`config.mk`:
```
export PLATFORM = sky130hd
export DESIGN_NAME = mem_arbiter
export DESIGN_NICKNAME = d
export VERILOG_FILES = /design/src/rtl/mem_arbiter_pkg.sv /design/src/rtl/mem_arbiter_arb_pick.sv /design/src/rtl/mem_arbiter.sv
export SDC_FILE = /design/constraint.sdc
export NUM_CORES = 1
export LEC_CHECK = 0
export CAP_MARGIN = 20
export CORE_MARGIN = 2
export CORE_UTILIZATION = 54
export CTS_CLUSTER_DIAMETER = 30
export DETAILED_ROUTE_END_ITERATION = 8
export DONT_BUFFER_PORTS = 1
export HOLD_SLACK_MARGIN = 0.1
export PLACE_DENSITY_LB_ADDON = 0.15
export SYNTH_ARGS = -nofsm -noshare
export SYNTH_HDL_FRONTEND = slang
export SYNTH_HIERARCHICAL = 1
export SYNTH_SLANG_ARGS = --single-unit
```
`constraint.sdc`:
```
create_clock -name clk -period 2.15 [get_ports clk]
set_input_delay 0.3225 -clock clk [delete_from_list [all_inputs] [get_ports clk]]
set_output_delay 0.3225 -clock clk [all_outputs]
set_load 0.005 [all_outputs]
```
`src/rtl/mem_arbiter_pkg.sv`:
```
// Shared constants and state type for the two-port RAM arbiter.
// Holds the default address/data widths, the implemented RAM depth and the
// arbiter FSM state encoding.
package mem_pkg;

    localparam int ADDR_W    = 16;
    localparam int DATA_W    = 16;
    localparam int MEM_DEPTH = 256;

    typedef enum logic [1:0] {
        IDLE   = 2'd0,
        ACCESS = 2'd1,
        RESP   = 2'd2
    } arb_state_t;

endpackage

```
`src/rtl/mem_arbiter_arb_pick.sv`:
```
// Combinational winner select between the two requesters.
// Optional build macro MEM_ARB_ROUND_ROBIN_EN: when defined, a last-grant
// pointer input decides conflicts in favour of the port not granted most
// recently; when undefined, port 0 always wins and the pointer input is absent.
module arb_pick (
    input  logic req0,
    input  logic req1,
`ifdef MEM_ARB_ROUND_ROBIN_EN
    input  logic last_grant,
`endif
    output logic grant_valid,
    output logic grant_idx
);

    // Decide whether anyone is requesting and which port wins
    always_comb begin
        grant_valid = req0 | req1;
`ifdef MEM_ARB_ROUND_ROBIN_EN
        if (req0 && req1) begin
            grant_idx = ~last_grant;
        end else if (req1) begin
            grant_idx = 1'b1;
        end else begin
            grant_idx = 1'b0;
        end
`else
        if (req0) begin
            grant_idx = 1'b0;
        end else if (req1) begin
            grant_idx = 1'b1;
        end else begin
            grant_idx = 1'b0;
        end
`endif
    end

endmodule

```
`src/rtl/mem_arbiter.sv`:
```
// Two-port request/acknowledge arbiter in front of a single-port RAM.
// One transaction at a time: latch in IDLE, drive the RAM for one cycle in
// ACCESS, pulse the owner's ack in RESP. All outputs are registered, so
// there is no combinational path from the request inputs to the RAM or acks.
// Optional build macro MEM_ARB_ROUND_ROBIN_EN selects round-robin arbitration
// instead of fixed port-0 priority.
module mem_arbiter #(
    parameter int ADDR_W    = mem_pkg::ADDR_W,
    parameter int DATA_W    = mem_pkg::DATA_W,
    parameter int MEM_DEPTH = mem_pkg::MEM_DEPTH
) (
    input  logic              clk,
    input  logic              rst_n,
    input  logic              req0,
    input  logic              we0,
    input  logic [ADDR_W-1:0] addr0,
    input  logic [DATA_W-1:0] wdata0,
    output logic              ack0,
    input  logic              req1,
    input  logic              we1,
    input  logic [ADDR_W-1:0] addr1,
    input  logic [DATA_W-1:0] wdata1,
    output logic              ack1,
    output logic [DATA_W-1:0] rdata,
    output logic              err,
    output logic              mem_we,
    output logic [ADDR_W-1:0] mem_address,
    output logic [DATA_W-1:0] mem_data_in,
    input  logic [DATA_W-1:0] mem_data_out
);

    import mem_pkg::*;

    // One extra bit keeps the compare correct even when MEM_DEPTH == 2**ADDR_W
    localparam logic [ADDR_W:0] DEPTH_LIM = (ADDR_W+1)'(MEM_DEPTH);

    arb_state_t        state_r;
    arb_state_t        state_nxt_s;

    logic              owner_r;
    logic              we_r;
    logic [ADDR_W-1:0] addr_r;
    logic [DATA_W-1:0] wdata_r;
    logic              in_range_r;

    logic              grant_valid_s;
    logic              grant_idx_s;
    logic              win_we_s;
    logic [ADDR_W-1:0] win_addr_s;
    logic [DATA_W-1:0] win_wdata_s;
    logic              win_in_range_s;

    logic              ack0_r;
    logic              ack1_r;
    logic [DATA_W-1:0] rdata_r;
    logic              err_r;
    logic              mem_we_r;

    logic              ack0_nxt_s;
    logic              ack1_nxt_s;
    logic              mem_we_nxt_s;

`ifdef MEM_ARB_ROUND_ROBIN_EN
    logic              last_grant_r;
`endif

    arb_pick u_arb_pick (
        .req0        (req0),
        .req1        (req1),
`ifdef MEM_ARB_ROUND_ROBIN_EN
        .last_grant  (last_grant_r),
`endif
        .grant_valid (grant_valid_s),
        .grant_idx   (grant_idx_s)
    );

    // Route the winning requester's fields toward the latch registers
    always_comb begin
        if (grant_idx_s) begin
            win_we_s    = we1;
            win_addr_s  = addr1;
            win_wdata_s = wdata1;
        end else begin
            win_we_s    = we0;
            win_addr_s  = addr0;
            win_wdata_s = wdata0;
        end
        win_in_range_s = ({1'b0, win_addr_s} < DEPTH_LIM);
    end

    // FSM state register
    always_ff @(posedge clk or negedge rst_n) begin
        if (!rst_n) begin
            state_r <= IDLE;
        end else begin
            state_r <= state_nxt_s;
        end
    end

    // FSM next-state logic: IDLE -> ACCESS -> RESP -> IDLE
    always_comb begin
        state_nxt_s = state_r;
        case (state_r)
            IDLE: begin
                if (grant_valid_s) begin
                    state_nxt_s = ACCESS;
                end else begin
                    state_nxt_s = IDLE;
                end
            end
            ACCESS:  state_nxt_s = RESP;
            RESP:    state_nxt_s = IDLE;
            default: state_nxt_s = IDLE;
        endcase
    end

    // FSM output logic: values the registered outputs take in the next cycle
    always_comb begin
        mem_we_nxt_s = 1'b0;
        ack0_nxt_s   = 1'b0;
        ack1_nxt_s   = 1'b0;
        case (state_r)
            IDLE: begin
                if (grant_valid_s) begin
                    mem_we_nxt_s = win_we_s & win_in_range_s;
                end else begin
                    mem_we_nxt_s = 1'b0;
                end
            end
            ACCESS: begin
                ack0_nxt_s = ~owner_r;
                ack1_nxt_s = owner_r;
            end
            RESP: begin
                mem_we_nxt_s = 1'b0;
            end
            default: begin
                mem_we_nxt_s = 1'b0;
            end
        endcase
    end

    // Registered strobes: write enable is high only during ACCESS, ack only during RESP
    always_ff @(posedge clk or negedge rst_n) begin
        if (!rst_n) begin
            mem_we_r <= 1'b0;
            ack0_r   <= 1'b0;
            ack1_r   <= 1'b0;
        end else begin
            mem_we_r <= mem_we_nxt_s;
            ack0_r   <= ack0_nxt_s;
            ack1_r   <= ack1_nxt_s;
        end
    end

    // Latch the winning request; held steady until the next grant so the RAM pins never glitch
    always_ff @(posedge clk or negedge rst_n) begin
        if (!rst_n) begin
            owner_r    <= 1'b0;
            we_r       <= 1'b0;
            addr_r     <= {ADDR_W{1'b0}};
            wdata_r    <= {DATA_W{1'b0}};
            in_range_r <= 1'b0;
        end else if ((state_r == IDLE) && grant_valid_s) begin
            owner_r    <= grant_idx_s;
            we_r       <= win_we_s;
            addr_r     <= win_addr_s;
            wdata_r    <= win_wdata_s;
            in_range_r <= win_in_range_s;
        end else begin
            owner_r    <= owner_r;
            we_r       <= we_r;
            addr_r     <= addr_r;
            wdata_r    <= wdata_r;
            in_range_r <= in_range_r;
        end
    end

    // Capture RAM read data and the range flag at the edge closing ACCESS
    always_ff @(posedge clk or negedge rst_n) begin
        if (!rst_n) begin
            rdata_r <= {DATA_W{1'b0}};
            err_r   <= 1'b0;
        end else if (state_r == ACCESS) begin
            rdata_r <= (!we_r && in_range_r) ? mem_data_out : {DATA_W{1'b0}};
            err_r   <= ~in_range_r;
        end else begin
            rdata_r <= rdata_r;
            err_r   <= err_r;
        end
    end

`ifdef MEM_ARB_ROUND_ROBIN_EN
    // Remember the most recent grant; reset value 1 lets port 0 win the first conflict
    always_ff @(posedge clk or negedge rst_n) begin
        if (!rst_n) begin
            last_grant_r <= 1'b1;
        end else if ((state_r == IDLE) && grant_valid_s) begin
            last_grant_r <= grant_idx_s;
        end else begin
            last_grant_r <= last_grant_r;
        end
    end
`endif

    assign ack0        = ack0_r;
    assign ack1        = ack1_r;
    assign rdata       = rdata_r;
    assign err         = err_r;
    assign mem_we      = mem_we_r;
    assign mem_address = addr_r;
    assign mem_data_in = wdata_r;

endmodule

```
==> flow_summary.json, run 1 <==
{
  "cap_violations": 0,
  "rsz0062_at_grt": "no",
  "path_max_fanout": 16,
  "worstReg2RegStart": "state_r[1]",
  "place_area_mm2": 0.00247,
  "syn_avg_cell_area_um2": 11.7,
  "finalSetupTns_ps": 0,
  "fin_area_mm2": 0.00269,
  "core-area_mm2": 0.00432,
  "numCtsBuffers": 9,
  "diodes": 0,
  "yosys.cell_types.count": 24,
  "worstHoldPathCells": 1,
  "clk_latency_ps": 330,
  "grt_first_pass_wirelength_mm": 7.83,
  "track_usage_pct": 20.5,
  "port_buffers": 0,
  "timing.hold.ws_ps": 122,
  "route.detailed.drc": 0,
  "clk_path_buf_depth": 2,
  "total_power_mw": 3.45,
  "clk_pin_slew_ps": 60,
  "min_path_type": "input port to flop",
  "cts_tree": "yes",
  "syn_nets": 292,
  "worstReg2RegEnd": "rdata[1]",
  "end_kind": "flop",
  "via_count": 1616,
  "synthCells": 206,
  "drt_iter0_markers": 97,
  "setup_viol": 0,
  "pre_cts_ws_ps": 591,
  "io_pins": 138,
  "route.detailed.wl_per_inst_um": 18.7,
  "p_leak_nw": 1.20,
  "ctsResizeCount": 0,
  "holdPathEnd": "rdata[11]",
  "num_rows": 24,
  "cts-root-buf": "clkbuf_8",
  "final_cells": 269,
  "area_delta_synth_final_pct": 11.8,
  "yosysSeqAreaShare_pct": 59.2,
  "die_x_um": 70.8,
  "ys_ff_latch": 57,
  "start_kind": "flop",
  "r2r_slack_ps": 630,
  "min_from": "mem_data_out[11]",
  "overflow": 0,
  "antenna_found_initial": 0,
  "fin_crit_sh_pct": 70.5,
  "cts.sinks": 57,
  "vias_per_cell": 6.01,
  "tightest_slew_ps": 644,
  "fin_nets": 298,
  "postRouteAntennaNets": 0,
  "slew-limit-headroom_pct": 57.0,
  "start_util_pct": 55.7,
  "htree_levels": 3,
  "worstPathRequired_ps": 2410,
  "place_inst": 251,
  "fillCellCount": 358,
  "outcome": "completed",
  "dr.pass1.iters": 4,
  "worstPathArrival_ps": 1780,
  "grt_max_degree": 58,
  "place_hpwl_mm": 3.65,
  "routabilityCongestion": 0.733,
  "drive_above_1_share_pct": 12.9,
  "p_per_area_mw_per_mm2": 1280,
  "hold_viol": 0,
  "finalWorstSetupSlack_ps": 633,
  "post-route-min-period_ps": 1520,
  "ys_warn_count": 6,
  "synth_area_mm2": 0.00241,
  "drv_slew": 0,
  "worstRegToRegCells": 3,
  "routed_wl_mm": 5.03,
  "grt_pass1_vias": 1701,
  "irDropWorstVdd_mv": 0.722,
  "dieArea_mm2": 0.00501,
  "worst-setup-path-type": "flop to flop",
  "final_util_pct": 62.3,
  "fmax_mhz": 659,
  "skew_ps": 7.77,
  "die_h_um": 70.8
}
## state kept, by name, indices dropped and copies added (netlist names)
| register | flops |
|---|---|
| rdata | 16 |
| we_r | 1 |
| mem_data_in | 16 |
| state_r | 2 |
| ack0 | 1 |
| in_range_r | 1 |
| mem_we | 1 |
| err | 1 |
| ack1 | 1 |
| mem_address | 16 |
| owner_r | 1 |
## cell type report
type | count | area, um^2 | share of cell area [%]
Clock buffer | 13 | 149 | 5.53
Multi-Input combinational cell | 133 | 916 | 34.0
Tap cell | 52 | 65.1 | 2.42
Timing Repair Buffer | 9 | 90.1 | 3.34
Sequential cell | 57 | 1430 | 52.9
Clock inverter | 3 | 40.0 | 1.49
Inverter | 2 | 7.51 | 0.279
## where the power goes
group,internal [mW],switching [mW],total [mW]
Sequential,1.43,0.283,1.71
Clock,0.564,0.397,0.961
Combinational,0.312,0.460,0.772
Total,2.31,1.14,3.45
## synth_stat cells
cell type | count | area share (%)
a211oi_2 | 1 | 0.52
dfrtp_1 | 57 | 59
nor3b_4 | 1 | 0.78
a22o_1 | 16 | 5.8
mux2_2 | 3 | 1.4
inv_1 | 2 | 0.31
nand2b_1 | 1 | 0.26
buf_2 | 10 | 2.1
mux2i_1 | 32 | 13
or2_1 | 1 | 0.26
nor2b_1 | 2 | 0.52
a21oi_1 | 31 | 6.4
buf_6 | 1 | 0.47
nor3_1 | 1 | 0.21
nand2_1 | 3 | 0.47
nor2_1 | 33 | 5.1
nand3_1 | 1 | 0.21
nor4_1 | 2 | 0.52
and2_1 | 1 | 0.26
o21ai_0 | 1 | 0.21
o21a_1 | 1 | 0.31
nor3b_2 | 1 | 0.52
a21o_1 | 1 | 0.31
clkbuf_1 | 3 | 0.47
## cells by family after synthesis
kind of cell | count (synthesis) | share of synthesized area, %
AND/OR/NAND/NOR | 47 | 9.14
AO/OA/AOI/OAI | 51 | 13.6
buffers and inverters | 16 | 3.32
multiplexers | 35 | 14.7
flip-flops | 57 | 59.2
## metal layers
| metal | global-route usage [%] | share of wire [%] | wire length, um | vias to the layer above |
|---|---|---|---|---|
| li1 | - | - | - | 738 |
| met1 | 23.3 | 36 | 1840 | 766 |
| met2 | 32.3 | 50 | 2510 | 95 |
| met3 | 8.55 | 11 | 536 | 17 |
| met4 | 12.4 | 3.0 | 151 | 0 |
| met5 | 0 | 0 | 0 | - |
## repair_timing
action	CTS	global route
endpoints found under the hold margin	57	0
hold buffers	2	0
setup buffers	0	0
## how the worst max path moves through the flow
| stage | to | from | cells after the start | slack [ps] |
|---|---|---|---|---|
| after detailed placement | mem_we | req1 | 5 | 590 |
| after global routing | rdata[6] | state_r[1] | 3 | 540 |
| after CTS | rdata[1] | state_r[1] | 3 | 630 |
| final | rdata[1] | state_r[1] | 3 | 630 |
| after global placement | mem_we | req1 | 5 | 640 |
| after floorplan | mem_address[15] | req1 | 4 | 810 |
## worst max-delay path: stages, from the launching register on
cell and delay [ps]:
dfrtp_1 410, nand2b_1 200, nor3b_4 590, a22o_1 250
## placed cells by master (no fill, tap or decap)
master and count:
a21oi_1 31, nor3b_4 2, nand2b_1 1, nor2_1 33
and2_1 1, nand2_1 3, o21ai_0 1, a211oi_2 1
mux2_2 3, a22o_1 16, nor3_1 1, dlygate4sd3_1 1
buf_16 1, mux2i_1 32, clkinv_2 2, buf_4 7
nor2b_1 1, dfrtp_1 57, nor4_1 2, a21o_1 1
bufinv_16 1, o21a_1 1, clkbuf_8 10, clkbuf_1 3
inv_1 2, or2_1 1, nand3_1 1, nor2b_4 1
Note: power is estimated with default switching activity, not from simulation.
==> inputs of run 2 (changes only) <==
- clock period: 2.15 -> 1.4 ns (I/O delays scaled with it)
==> flow_summary.json, run 2 (synthesis gave the netlist of run 1 again) <==
{
  "overflow": 0,
  "worstReg2RegEnd": "owner_r",
  "track_usage_pct": 21.9,
  "start_util_pct": 55.7,
  "fin_crit_sh_pct": 96.4,
  "dieArea_mm2": 0.00501,
  "clockPowerShare_pct": 25.4,
  "io_pins": 138,
  "routabilityCongestion": 0.711,
  "cts-root-buf": "clkbuf_8",
  "route.detailed.drc": 0,
  "worstPathCellList": "nor3b_4 > buf_6 > mux2_2",
  "worst-setup-path-type": "flop to flop",
  "hold_viol": 57,
  "p_switching_mw": 1.76,
  "path_max_fanout": 6,
  "grt_pass1_vias": 1828,
  "rsz0062_at_grt": "yes",
  "worstReg2RegStart": "state_r[1]",
  "outcome": "complete, but fails checks",
  "p_per_area_mw_per_mm2": 1780,
  "r2r_slack_ps": 50,
  "route.detailed.wl_per_inst_um": 18.0,
  "via_count": 1768,
  "final_cells": 303,
  "tightest_slew_ps": 318,
  "diodes": 0,
  "port_buffers": 0,
  "cp_slowest_cell": "dfrtp_1",
  "place_area_mm2": 0.00252,
  "drv_slew": 0,
  "timing.hold.ws_ps": -417,
  "seq_power_share_pct": 48.4,
  "setup_viol": 0,
  "post-route-min-period_ps": 1350,
  "swShare_pct": 32.4,
  "clk_path_buf_depth": 2,
  "start_kind": "flop",
  "worstPathRequired_ps": 1600,
  "cap_violations": 0,
  "drt_iter0_markers": 116,
  "fmax_mhz": 741,
  "slew-limit-headroom_pct": 78.8,
  "pwr-share-comb_pct": 26.2,
  "p_leak_nw": 1.35,
  "vias_per_cell": 5.83,
  "fin_area_mm2": 0.00306,
  "place_inst": 253,
  "worstPathArrival_ps": 1550,
  "die_h_um": 70.8,
  "final_common_cell": "dfrtp_1",
  "dr.pass1.iters": 4,
  "holdBufCountCts": 32,
  "cts_tree": "yes",
  "pre_cts_ws_ps": 25.4,
  "cp-startpoint": "state_r[1]",
  "power.internal_mw": 3.68,
  "place_hpwl_mm": 3.50,
  "postRouteAntennaNets": 0,
  "min_path_type": "input port to async pin",
  "grt_first_pass_wirelength_mm": 8.50,
  "cp-endpoint": "owner_r",
  "numCtsBuffers": 9,
  "worstRegToRegCells": 3,
  "clk_pin_slew_ps": 60,
  "finalSetupTns_ps": 0,
  "num_rows": 24,
  "total_power_mw": 5.44,
  "skew_ps": 7.51,
  "fin_nets": 333,
  "end_kind": "flop",
  "finalWorstSetupSlack_ps": 50.9,
  "htree_levels": 3,
  "die_x_um": 70.8,
  "irDropWorstVdd_mv": 1.10,
  "cts.sinks": 57,
  "drive_above_1_share_pct": 13.1,
  "core-area_mm2": 0.00432,
  "grt_max_degree": 58,
  "routed_wl_mm": 5.44,
  "area_delta_synth_final_pct": 27.2,
  "clk_latency_ps": 320,
  "final_cell_mix": "dfrtp_1, nor2_1, mux2i_1, dlygate4sd3_1, a21oi_1",
  "max_stage_delay_ps": 400,
  "antenna_found_initial": 0,
  "failed_checks": "negative hold slack"
}
==> run 2: cell types whose count changed in the layout (fill, tap and decap cells not counted), sizes merged <==
cell         change
clkinv           +1
clkbuf           -1
dlygate4sd3     +31
buf              +3
==> run 2: stage by stage <==
stage	util, %	hold slack [ps]
6_report	70.8	-417
5_1_grt	70.8	-441
4_1_cts	69.8	-433
3_5_place_dp	58.3	-84.5
3_3_place_gp	58.3	-84.4
2_1_floorplan	-	-85.6
==> run 2: worst min path at each step <==
stage / slack, ps / end / startpoint
floorplan: -90 / ack0 / rst_n
global placement: -80 / rdata[7] / rst_n
detailed placement: -80 / rdata[7] / rst_n
CTS: -430 / mem_we / rst_n
global route: -440 / mem_address[6] / rst_n
finish: -420 / mem_we / rst_n
==> run 2: power by group through the flow <==
| stage | Combinational [mW] | Sequential (mW) | Clock, mW |
|---|---|---|---|
| 2_1_floorplan | 0.941 | 2.54 | 0 |
| 3_3_place_gp | 1.15 | 2.65 | 0 |
| 3_5_place_dp | 1.21 | 2.66 | 0 |
| 4_1_cts | 1.29 | 2.64 | 1.42 |
| 5_1_grt | 1.57 | 2.70 | 1.50 |
| 6_report | 1.43 | 2.63 | 1.38 |
==> run 2: timing repair <==
action | CTS | global route
gates resized for setup | 0 | 2
hold endpoints to repair | 85 | 57
setup endpoints to repair | 0 | 11
setup buffers | 0 | 2
==> run 2: layout make-up <==
type | count | area [um^2]
inverters | 2 | 7.51
clock inverters | 4 | 45.0
well taps | 52 | 65.1
clock buffers | 11 | 131
repair buffers | 44 | 469
fillers | 322 | 1260
multi-input cells | 133 | 918
flip-flops and latches | 57 | 1430
==> run 2: worst max-delay path, delay by kind of cell, from the launching register on <==
| kind | cells | cell delay, ps |
|---|---|---|
| buffers and inverters | 1 | 170 |
| flip-flops | 1 | 400 |
| AND/OR/NAND/NOR | 1 | 340 |
| multiplexers | 1 | 320 |
==> run 2: per-layer routing <==
metal / wire [um] / GRT usage (%) / share of wire (%) / vias up
met5: 0 / 0 / 0 / -
met4: 147 / 11.9 / 2.7 / 0
met3: 497 / 7.41 / 9.1 / 14
li1: - / - / - / 811
met2: 2640 / 34.5 / 49 / 98
met1: 2150 / 26.7 / 40 / 845
